**config.mk**
```make
export PLATFORM = sky130hd
export DESIGN_NAME = ram_arbiter
export DESIGN_NICKNAME = d
export VERILOG_FILES = /design/src/rtl/ram_ctrl_pkg.sv /design/src/rtl/rr_arbiter_2.sv /design/src/rtl/ram_arbiter.sv
export SDC_FILE = /design/constraint.sdc
export NUM_CORES = 1
export LEC_CHECK = 0
export BUFFER_PORTS_ARGS = -buffer_cell sky130_fd_sc_hd__buf_2
export CAP_MARGIN = 30
export CORE_MARGIN = 4
export CORE_UTILIZATION = 42
export DETAILED_ROUTE_END_ITERATION = 8
export GPL_TIMING_DRIVEN = 1
export PLACE_DENSITY = 0.85
export RECOVER_POWER = 100
export SYNTH_ARGS = -nofsm -noshare
export SYNTH_HDL_FRONTEND = slang
export SYNTH_SLANG_ARGS = --single-unit
```
**constraint.sdc**
```tcl
create_clock -name clk -period 1.8 [get_ports clk]
set_clock_uncertainty 0.05 [all_clocks]
set_input_delay 0.09 -clock clk [delete_from_list [all_inputs] [get_ports clk]]
set_output_delay 0.09 -clock clk [all_outputs]
set_load 0.05 [all_outputs]
```
**src/rtl/ram_ctrl_pkg.sv**
```systemverilog
// Shared constants and types for the RAM arbiter slice.
// Sizes, FSM state encoding and requester ids.
package ram_ctrl_pkg;

  localparam int DATA_WIDTH = 32;
  localparam int ADDR_WIDTH = 5;
  localparam int DEPTH      = 1 << ADDR_WIDTH;

  localparam logic ST_INIT = 1'b0;
  localparam logic ST_ARB  = 1'b1;

  localparam int REQ_A = 0;
  localparam int REQ_B = 1;

  typedef struct packed {
    logic                  wen;
    logic [ADDR_WIDTH-1:0] addr;
    logic [DATA_WIDTH-1:0] din;
  } ram_req_t;

endpackage

```
**src/rtl/rr_arbiter_2.sv**
```systemverilog
// Two-way round-robin grant with a last-grant pointer.
// Ports: clk, reset_n, req[1:0], enable in; gnt[1:0] out (one-hot or zero).
module rr_arbiter_2
  import ram_ctrl_pkg::*;
(
  input  logic       clk,
  input  logic       reset_n,
  input  logic [1:0] req,
  input  logic       enable,
  output logic [1:0] gnt
);

  logic last_q;
  logic last_d;

  // On a tie, the requester that did not win last time goes first.
  always_comb begin
    gnt = 2'b00;
    if (enable) begin
      unique case (req)
        2'b01:   gnt = 2'b01;
        2'b10:   gnt = 2'b10;
        2'b11:   gnt = (last_q == 1'(REQ_B)) ? 2'b01 : 2'b10;
        default: gnt = 2'b00;
      endcase
    end
  end

  always_comb begin
    last_d = last_q;
    unique case (1'b1)
      gnt[REQ_A]: last_d = 1'(REQ_A);
      gnt[REQ_B]: last_d = 1'(REQ_B);
      default:    last_d = last_q;
    endcase
  end

  always_ff @(posedge clk or negedge reset_n) begin
    if (!reset_n) last_q <= 1'(REQ_B);
    else          last_q <= last_d;
  end

endmodule

```
**src/rtl/ram_arbiter.sv**
```systemverilog
// Shares one 32x32 single-port RAM between requesters A and B, one access per clock,
// and routes read data back to the issuer. Ports: a_*/b_* clients, ram_* RAM side, busy.
// Build option RAM_INIT_EN: zero-fill the RAM after reset before any grant.
module ram_arbiter
  import ram_ctrl_pkg::*;
(
  input  logic                  clk,
  input  logic                  reset_n,
  input  logic                  a_req,
  input  logic                  a_wen,
  input  logic [ADDR_WIDTH-1:0] a_addr,
  input  logic [DATA_WIDTH-1:0] a_din,
  output logic                  a_gnt,
  output logic                  a_rvalid,
  output logic [DATA_WIDTH-1:0] a_rdata,
  input  logic                  b_req,
  input  logic                  b_wen,
  input  logic [ADDR_WIDTH-1:0] b_addr,
  input  logic [DATA_WIDTH-1:0] b_din,
  output logic                  b_gnt,
  output logic                  b_rvalid,
  output logic [DATA_WIDTH-1:0] b_rdata,
  output logic                  ram_cen,
  output logic                  ram_wen,
  output logic [ADDR_WIDTH-1:0] ram_addr,
  output logic [DATA_WIDTH-1:0] ram_din,
  input  logic [DATA_WIDTH-1:0] ram_dout,
  output logic                  busy
);

  logic       in_arb;
  logic       init_act;
  logic [1:0] gnt;
  ram_req_t   a_r;
  ram_req_t   b_r;

  assign a_r = '{wen: a_wen, addr: a_addr, din: a_din};
  assign b_r = '{wen: b_wen, addr: b_addr, din: b_din};

`ifdef RAM_INIT_EN
  logic                  state_q;
  logic                  state_d;
  logic [ADDR_WIDTH-1:0] cnt_q;
  logic [ADDR_WIDTH-1:0] cnt_d;

  always_ff @(posedge clk or negedge reset_n) begin
    if (!reset_n) begin
      state_q <= ST_INIT;
      cnt_q   <= '0;
    end else begin
      state_q <= state_d;
      cnt_q   <= cnt_d;
    end
  end

  always_comb begin
    state_d = state_q;
    cnt_d   = cnt_q;
    if (state_q == ST_INIT) begin
      cnt_d = cnt_q + 1'b1;
      if (cnt_q == ADDR_WIDTH'(DEPTH - 1)) state_d = ST_ARB;
    end
  end

  assign in_arb   = (state_q == ST_ARB);
  // Outputs are forced quiet while reset is held.
  assign init_act = reset_n && (state_q == ST_INIT);
`else
  assign in_arb   = 1'b1;
  assign init_act = 1'b0;
`endif

  rr_arbiter_2 u_arb (
    .clk     (clk),
    .reset_n (reset_n),
    .req     ({b_req, a_req}),
    .enable  (in_arb && reset_n),
    .gnt     (gnt)
  );

  assign a_gnt = gnt[REQ_A];
  assign b_gnt = gnt[REQ_B];

  always_comb begin
    ram_cen  = 1'b0;
    ram_wen  = 1'b0;
    ram_addr = '0;
    ram_din  = '0;
    busy     = init_act;
    unique case (1'b1)
      init_act: begin
        ram_cen  = 1'b1;
        ram_wen  = 1'b1;
`ifdef RAM_INIT_EN
        ram_addr = cnt_q;
`endif
      end
      gnt[REQ_A]: begin
        ram_cen  = 1'b1;
        ram_wen  = a_r.wen;
        ram_addr = a_r.addr;
        ram_din  = a_r.din;
      end
      gnt[REQ_B]: begin
        ram_cen  = 1'b1;
        ram_wen  = b_r.wen;
        ram_addr = b_r.addr;
        ram_din  = b_r.din;
      end
      default: begin
        ram_cen = 1'b0;
      end
    endcase
  end

  // Read return: remember who issued the read; data arrives next cycle.
  logic                  rd_pending_q;
  logic                  rd_pending_d;
  logic                  rd_id_q;
  logic                  rd_id_d;
  logic [DATA_WIDTH-1:0] a_rdata_q;
  logic [DATA_WIDTH-1:0] a_rdata_d;
  logic [DATA_WIDTH-1:0] b_rdata_q;
  logic [DATA_WIDTH-1:0] b_rdata_d;

  always_comb begin
    rd_pending_d = 1'b0;
    rd_id_d      = rd_id_q;
    unique case (1'b1)
      gnt[REQ_A]: begin
        rd_pending_d = ~a_wen;
        rd_id_d      = 1'(REQ_A);
      end
      gnt[REQ_B]: begin
        rd_pending_d = ~b_wen;
        rd_id_d      = 1'(REQ_B);
      end
      default: begin
        rd_pending_d = 1'b0;
      end
    endcase
  end

  assign a_rvalid = rd_pending_q && (rd_id_q == 1'(REQ_A));
  assign b_rvalid = rd_pending_q && (rd_id_q == 1'(REQ_B));

  // The non-returning side keeps showing its last read word.
  always_comb begin
    a_rdata_d = a_rvalid ? ram_dout : a_rdata_q;
    b_rdata_d = b_rvalid ? ram_dout : b_rdata_q;
  end

  assign a_rdata = a_rdata_d;
  assign b_rdata = b_rdata_d;

  always_ff @(posedge clk or negedge reset_n) begin
    if (!reset_n) begin
      rd_pending_q <= 1'b0;
      rd_id_q      <= 1'(REQ_A);
      a_rdata_q    <= '0;
      b_rdata_q    <= '0;
    end else begin
      rd_pending_q <= rd_pending_d;
      rd_id_q      <= rd_id_d;
      a_rdata_q    <= a_rdata_d;
      b_rdata_q    <= b_rdata_d;
    end
  end

endmodule

```
; Yosys cells after proc, flatten, opt, wreduce, memory -nomap -nowiden
; Cells that the tools add are included.
[totals]
reg_bits = 67
inputBits = 112
output_inout_bits = 108
wordCells = 26
[classes]
eq_ne = 3
muxes = 11
n_bitwise = 3
reduce_logical = 4
[op_table]
columns = op, count
row1 = 2-to-1 mux 32 bit, 2
row2 = one-hot mux 32 bit (2 select lines), 1
row3 = one-hot mux 5 bit (2 select lines), 1
row4 = one-hot mux 1 bit (2 select lines), 3
row5 = one-hot mux 2 bit (3 select lines), 1
row6 = "equality test 2 bit, second input constant", 2
row7 = 2-to-1 mux 2 bit, 2
row8 = inverter 1 bit, 3
row9 = "equality test 2 x 1 -> 1 bit, second input constant", 1
row10 = logical AND 1 bit, 2
row11 = nonzero test 2 bit, 1
row12 = OR reduction 2 bit, 1
row13 = 2-to-1 mux 1 bit, 1

; Longest topological paths before layout
; Gate-level depths: netlist of run 1.
[logic_depth]
word_depth = 5
mapped_depth = 4
depth_no_buf = 3

; Hierarchy
; From an unflattened synthesis of run 1, not the netlist that was laid out.
[unflattened]
cells_unflattened = 203
area_unflattened_um2 = 3094.2
[by_module_without_submodules]
columns = mod, n_inst, cells_each, area_each_um2, seq_area_each_um2
row1 = ram_arbiter, 1, 194, 3024.2, 1651.6
row2 = rr_arbiter_2, 1, 9, 70.1, 26.3

; Worst setup path after synthesis of run 1
; Ideal clock, no wire load.
[synth_path]
kind = register to output
from = reg u_arb.last_q
to = out ram_din[14]
arrival_time_ns = 1.667
t_required_ns = 1.660
slack_ns = -0.007
path_stages_with_launch = 5
n_path_buf = 1
cell_sequence = dfstp_2 -> nand2b_1 -> nand2_1 -> buf_2 -> o22ai_1
[synth_via]
elab_chain_cells = 4
[synth_lines]
columns = element, line
row1 = "start, declared", rr_arbiter_2.sv:13  ; logic last_q;
row2 = "start signal, assigned", rr_arbiter_2.sv:39  ; if (!reset_n) last_q <= 1'(REQ_B);
row3 = "start signal, assigned", rr_arbiter_2.sv:40  ; else last_q <= last_d;
row4 = 2-to-1 mux 2 bit, rr_arbiter_2.sv:23  ; 2'b11: gnt = (last_q == 1'(REQ_B)) ? 2'b01 : 2'b10;
row5 = one-hot mux 2 bit (3 select lines), rr_arbiter_2.sv:20  ; unique case (req)
row6 = 2-to-1 mux 2 bit, rr_arbiter_2.sv:19  ; if (enable) begin
row7 = one-hot mux 32 bit (2 select lines), ram_arbiter.sv:90  ; unique case (1'b1)
row8 = "end, declared", ram_arbiter.sv:26  ; output logic [DATA_WIDTH-1:0] ram_din,
; Every way passes these cells.

; Worst setup path after layout of run 1
[layout_path]
from = reg u_arb.last_q
to = out ram_din[1]
; The elaborated chain is that of the path after synthesis.

==> reports/qor.csv, run 1 <==
metric;value;unit
first_global_vias;3764;
criticalPathCategory;flop to output pin;
use_met2;0.503;
yosysSeqAreaShare;0.504;
r2r-start;u_arb.last_q;
violations;negative setup slack;
clockRootBuffer;clkbuf_8;
grtUsageTotal;0.285;
leakage;0.00344;uW
hpwl;8480;um
core.rowCount;32;
path_clk_slew;80;ps
cts.sinks;67;
period_minus_slack;1900;ps
status;complete, but fails checks;
slew_headroom;0.518;
drt_pass1_iterations;5;
drcViolationCount;0;
dp.cells;596;
wl_per_cell;25.9;um
wl;17500;um
final_nets;680;
grt_max_degree;58;
final_max_slew_viol_count;0;
rsz0062_at_grt;true;
met3_usage;0.0632;
place_area;4700;um^2
fillers;284;
cts_tree;built;
use_met1;0.295;
drive_above_1_share;0.663;
drtIter0Drc;200;
grt_pass1_wl;20900;um
diodes;0;
die_y;97.1;um
postSynthCellCount;290;
hold-path-cell-count;3;
vias;3822;
synth-seq-cells;67;
portBuffers;218;
syn_area;3330;um^2
top_usage_layer;met2;
rr_endpoint;u_arb.last_q;
arrival;1760;ps
drt-vias-per-instance;5.66;
vdd_drop_max;1.06;mV
pwr_density_cell;1430;nW/um^2
tightest_slew;723;ps
cts.path.max_buffers;2;
min_from;b_req;
cp-end-kind;output pin;
grt_overflow;0;
cp-start-kind;flop;
yosysUniqueCellTypes;22;
numCtsBuffers;9;
pre_cts_ws;229;ps
drv_cap;0;
synth_top_area_frac;0.496;
avgSynthCellArea;11.5;um^2
setup_slack;-98.4;ps
fmax;0.527;GHz
worstSkewPairLatency;340;ps
coreArea;7730;um^2
path_max_fanout;6;
synth_area_leaders;dfrtp_1 (50%), mux2_4 (13%), mux2_2 (12%);
hold_end;rd_id_q;
htree_levels;3;
min_period_over_period;1.05;
worstPathRequired;1660;ps
rr_worst_depth;5;
gp_congestion;0.866;
layout.cells.non_filler;675;
ios;220;
fin_area;6990;um^2
hp-class;primary input to flop;
synth_nets;402;
die_x;97.1;um
start_util;0.431;
dieArea;9420;um^2
synth.largest_area_cell;dfrtp_1;
fin_util;0.904;
hold_viol_final;0;
syn2layout_area_growth;110;%
yosysWarnings;0;
setup_viol;50;
reg2reg_slack;200;ps
antenna_found_initial;0;
antenna_left;0;
critical path, cell delays in order (launching register included):
cell and delay [ps]:
dfstp_2 530, nand2b_4 150, nand2_8 110, buf_12 170
o22ai_2 240, buf_6 200
synth_stat cells (all sizes together):
| cell type | number |
|---|---|
| o32ai | 1 |
| dfstp | 1 |
| conb | 1 |
| dfrtp | 66 |
| nor2 | 4 |
| a21oi | 2 |
| nand2 | 80 |
| buf | 17 |
| inv | 3 |
| clkbuf | 8 |
| mux2 | 64 |
| nand2b | 3 |
| o22ai | 38 |
| a31oi | 2 |
state kept, by name, summed over array words and instances (netlist names):
| signal | count |
|---|---|
| rd_id_q | 1 |
| a_rdata_q | 32 |
| b_rdata_q | 32 |
| rd_pending_q | 1 |
| u_arb.last_q | 1 |
metrics by stage:
step / setup TNS, ps / power (uW) / hold slack [ps]
3_5_place_dp: 0 / 6600 / 257
2_1_floorplan: -260 / 5590 / -256
3_3_place_gp: 0 / 6490 / 224
5_1_grt: -4610 / 10300 / 81.1
6_report: -1180 / 9980 / 83.4
4_1_cts: -1430 / 9090 / 36.2
repair_timing:
| item | CTS | global route |
|---|---|---|
| hold buffers | 37 | 0 |
| endpoints found under the hold margin | 76 | 0 |
| gates cloned | 5 | 7 |
| pin swaps | 7 | 22 |
| resized for setup | 217 | 115 |
| setup endpoints to repair | 95 | 78 |
| buffers inserted | 3 | 11 |
cells by family (layout without fill, tap and decap cells):
kind of cell	count (synthesis)	count (layout)	share of synthesized area
muxes	64	64	0.249
AOI/OAI and AO/OA	43	43	0.0807
and+or+nand+nor	87	87	0.103
other	1	1	0.00113
buffers and inverters	28	311	0.0623
DFF	67	67	0.504
cell type report:
cell class / count / area [um^2] / share of cell area
multi-input cells: 195 / 2070 / 0.296
clock inverters: 7 / 83.8 / 0.0120
well taps: 102 / 128 / 0.0183
inverters: 3 / 11.3 / 0.00161
repair buffers: 292 / 2900 / 0.414
clock buffers: 9 / 124 / 0.0177
flip-flops and latches: 67 / 1680 / 0.240
power breakdown:
part	total (uW)	switching, uW	internal, uW
combinational	6350	3700	2650
sequential	2290	229	2060
clock	1350	685	664
total	9980	4610	5370
how the worst max path moves through the flow:
stage | from | endpoint | slack [ps] | depth (start not counted)
5_1_grt | u_arb.last_q | ram_din[18] | -150 | 5
2_1_floorplan | u_arb.last_q | ram_din[14] | -7 | 4
3_5_place_dp | u_arb.last_q | ram_din[2] | 230 | 5
4_1_cts | u_arb.last_q | ram_addr[2] | -50 | 6
3_3_place_gp | u_arb.last_q | ram_addr[2] | 210 | 5
6_report | u_arb.last_q | ram_din[1] | -100 | 5
layout by cell type, fill, tap and decap left out:
master,count
a21oi_1,2
a31oi_1,2
buf_12,22
buf_16,5
buf_2,119
buf_4,16
buf_6,60
buf_8,27
bufinv_16,1
clkbuf_16,6
clkbuf_8,9
clkinv_4,2
clkinvlp_4,1
conb_1,1
dfrtp_1,65
dfrtp_2,1
dfstp_2,1
dlygate4sd3_1,37
inv_1,3
inv_6,2
inv_8,1
mux2_4,64
nand2_1,77
nand2_4,1
nand2_8,2
nand2b_1,1
nand2b_4,2
nor2_1,3
nor2_2,1
o22ai_1,1
o22ai_2,9
o22ai_4,28
o32ai_1,1
per-layer routing:
| metal | vias up | part of all wire |
|---|---|---|
| met5 | - | 0 |
| met4 | 0 | 0.083 |
| met3 | 100 | 0.085 |
| met2 | 318 | 0.52 |
| met1 | 1845 | 0.32 |
| li1 | 1559 | - |
(Power assumes the default switching activity.)
==> inputs of run 2 (changes only) <==
Settings changed: CORE_UTILIZATION 42 to 41, SYNTH_HIERARCHICAL from default to 1.
==> run 2 against run 1 <==
The run still ends with negative setup slack left. Clock power increased by 3%. Final cell count decreased by 15%. Power down 4.7%. Synthesized area decreased by 7.1%. Design area is 17% lower. Die area fell by 4.5%. Sequential power grew 2%. Via count fell by 22%. Worst setup slack better by 31 ps. Critical endpoint is now ram_din[29]. Largest cell class unchanged. Highest routed layer unchanged.
==> reports/qor.csv, run 2 <==
metric;value;unit
status;complete, but fails checks;
violations;negative setup slack;
drcViolationCount;0;
wl_per_cell;22.8;um
synth_top_area_frac;0.534;
drv_cap;0;
crit_start;u_arb/last_q;
die_y;94.9;um
numCtsBuffers;9;
vdd_drop_max;1.43;mV
whs;20.6;ps
fin_util;0.796;
wl;13100;um
cts_tree;built;
antenna_found_initial;0;
r2r-start;u_arb/last_q;
yosysMostFrequentCell;dfrtp_1;
final_cell_mix;buf_2 (113), buf_6 (95), dfrtp_1 (66);
crit_slowest_cell;dfstp_2;
grt_overflow;0;
start_util;0.424;
cts.sinks;67;
yosysSeqAreaShare;0.542;
synth_nets;315;
final_nets;581;
tightest_slew;1470;ps
setup_slack;-67.5;ps
grt_pass1_wl;16400;um
rr_worst_depth;6;
criticalPathCategory;flop to output pin;
core.rowCount;31;
synthTopCellsByCount;dfrtp_1 (66), a22o_1 (38), mux2_2 (35);
die_x;94.9;um
postSynthCellCount;203;
pwr_density_cell;1640;nW/um^2
hold_viol_final;0;
drive_above_1_share;0.646;
arrival;1730;ps
layout.cells.non_filler;573;
vias;2977;
rsz0062_at_grt;true;
synthFlopType;dfrtp_1;
grt_max_degree;67;
worstSetupEndpoint;ram_din[29];
path_max_fanout;5;
coreArea;7290;um^2
yosysWarnings;6;
gp_congestion;0.748;
path_clk_slew;70;ps
drt_pass1_iterations;4;
leakage;0.00298;uW
worstPathRequired;1660;ps
avgSynthCellArea;15.2;um^2
slew_headroom;0.0177;
power;9510;uW
first_global_vias;3040;
grtUsageTotal;0.240;
dp.cells;510;
syn_area;3090;um^2
min_period_over_period;1.04;
final_max_slew_viol_count;0;
period_minus_slack;1870;ps
ios;220;
largestRegisters;a_rdata_q: 32 flops, b_rdata_q: 32 flops;
synth_edf_count;0;
worstSkewPairLatency;330;ps
synth.largest_area_cell;dfrtp_1;
cp-end-kind;output pin;
setup_viol;34;
multi_input_area;1320;um^2
mostFrequentLayoutCell;buf_2;
diodes;0;
synth-async-reset-ratio;1.00;
synth_area_leaders;dfrtp_1 (53%), mux2_4 (14%), mux2_2 (13%);
fmax;0.535;GHz
syn2layout_area_growth;87.7;%
final-seq-area;1680;um^2
antenna_left;0;
hp-class;primary input to flop;
yosysUniqueCellTypes;21;
reg2reg_slack;390;ps
hpwl;6780;um
portBuffers;218;
drtIter0Drc;70;
dieArea;9000;um^2
htree_levels;3;
clockRootBuffer;clkbuf_8;
cts.path.max_buffers;2;
path_common_cell;buf_6;
cp-start-kind;flop;
rr_endpoint;rd_pending_q;
synth-seq-cells;67;
cp_cell_sequence;inv_2 -> a21oi_4 -> buf_6 -> buf_16 -> a22o_1 -> buf_6;
fillers;421;
drt-vias-per-instance;5.20;
max_stage_delay;540;ps
## run 2: cell families after synthesis
group,count (synthesis),synth area share
DFF,67,0.542
muxes,64,0.268
AOI/OAI and AO/OA,43,0.118
buffers and inverters,22,0.0582
and+or+nand+nor,6,0.0121
other,1,0.00121
## run 2: worst max-delay path, delay by kind of cell (launching register included)
kind                   cells  cell delay, ps
flip-flops                 1             540
buffers and inverters      4             540
AO/OA/AOI/OAI              2             310
## run 2: timing repair
action                                  4_1_cts  5_1_grt
hold buffers                                 36        0
endpoints found under the setup margin       86      102
gates resized for setup                     128      137
cloned                                        3        4
pin swaps                                     9        1
hold endpoints to repair                     67        0
setup buffers                                 4        0
## run 2: worst min path at each step
stage | startpoint | end | slack [ps] | cells after the start
finish | a_req | u_arb/last_q | 20 | 3
global route | a_req | u_arb/last_q | 30 | 3
CTS | a_req | u_arb/last_q | 2 | 3
detailed placement | reset_n | u_arb/last_q | 80 | 1
global placement | reset_n | u_arb/last_q | 80 | 1
floorplan | reset_n | a_rdata_q[0] | -260 | 0
## run 2: through the flow
step / setup TNS [ps] / area (um^2) / setup WS, ps
floorplan: -2240 / 3130 / -80.4
finish: -450 / 5810 / -67.5
global route: -4250 / 5810 / -94.0
CTS: -83.1 / 5370 / -11.8
detailed placement: 0 / 4310 / 254
global placement: 0 / 4310 / 293
## run 2: area by class of cell
class | count | share of cell area
repair buffers | 272 | 0.423
flip-flops and latches | 67 | 0.289
clock inverters | 6 | 0.0153
inverters | 5 | 0.00323
clock buffers | 10 | 0.0220
multi-input cells | 114 | 0.226
well taps | 99 | 0.0213
## run 2: layer usage
metal | routed length (um) | vias up | global-route usage
li1 | - | 1276 | -
met1 | 4770 | 1507 | 0.279
met2 | 7130 | 168 | 0.435
met3 | 832 | 26 | 0.0566
met4 | 332 | 0 | 0.0769
met5 | 0 | - | 0
## run 2: report_power, final
group | internal [uW] | switching [uW]
clock network | 784 | 611
registers | 2100 | 233
logic | 2210 | 3570
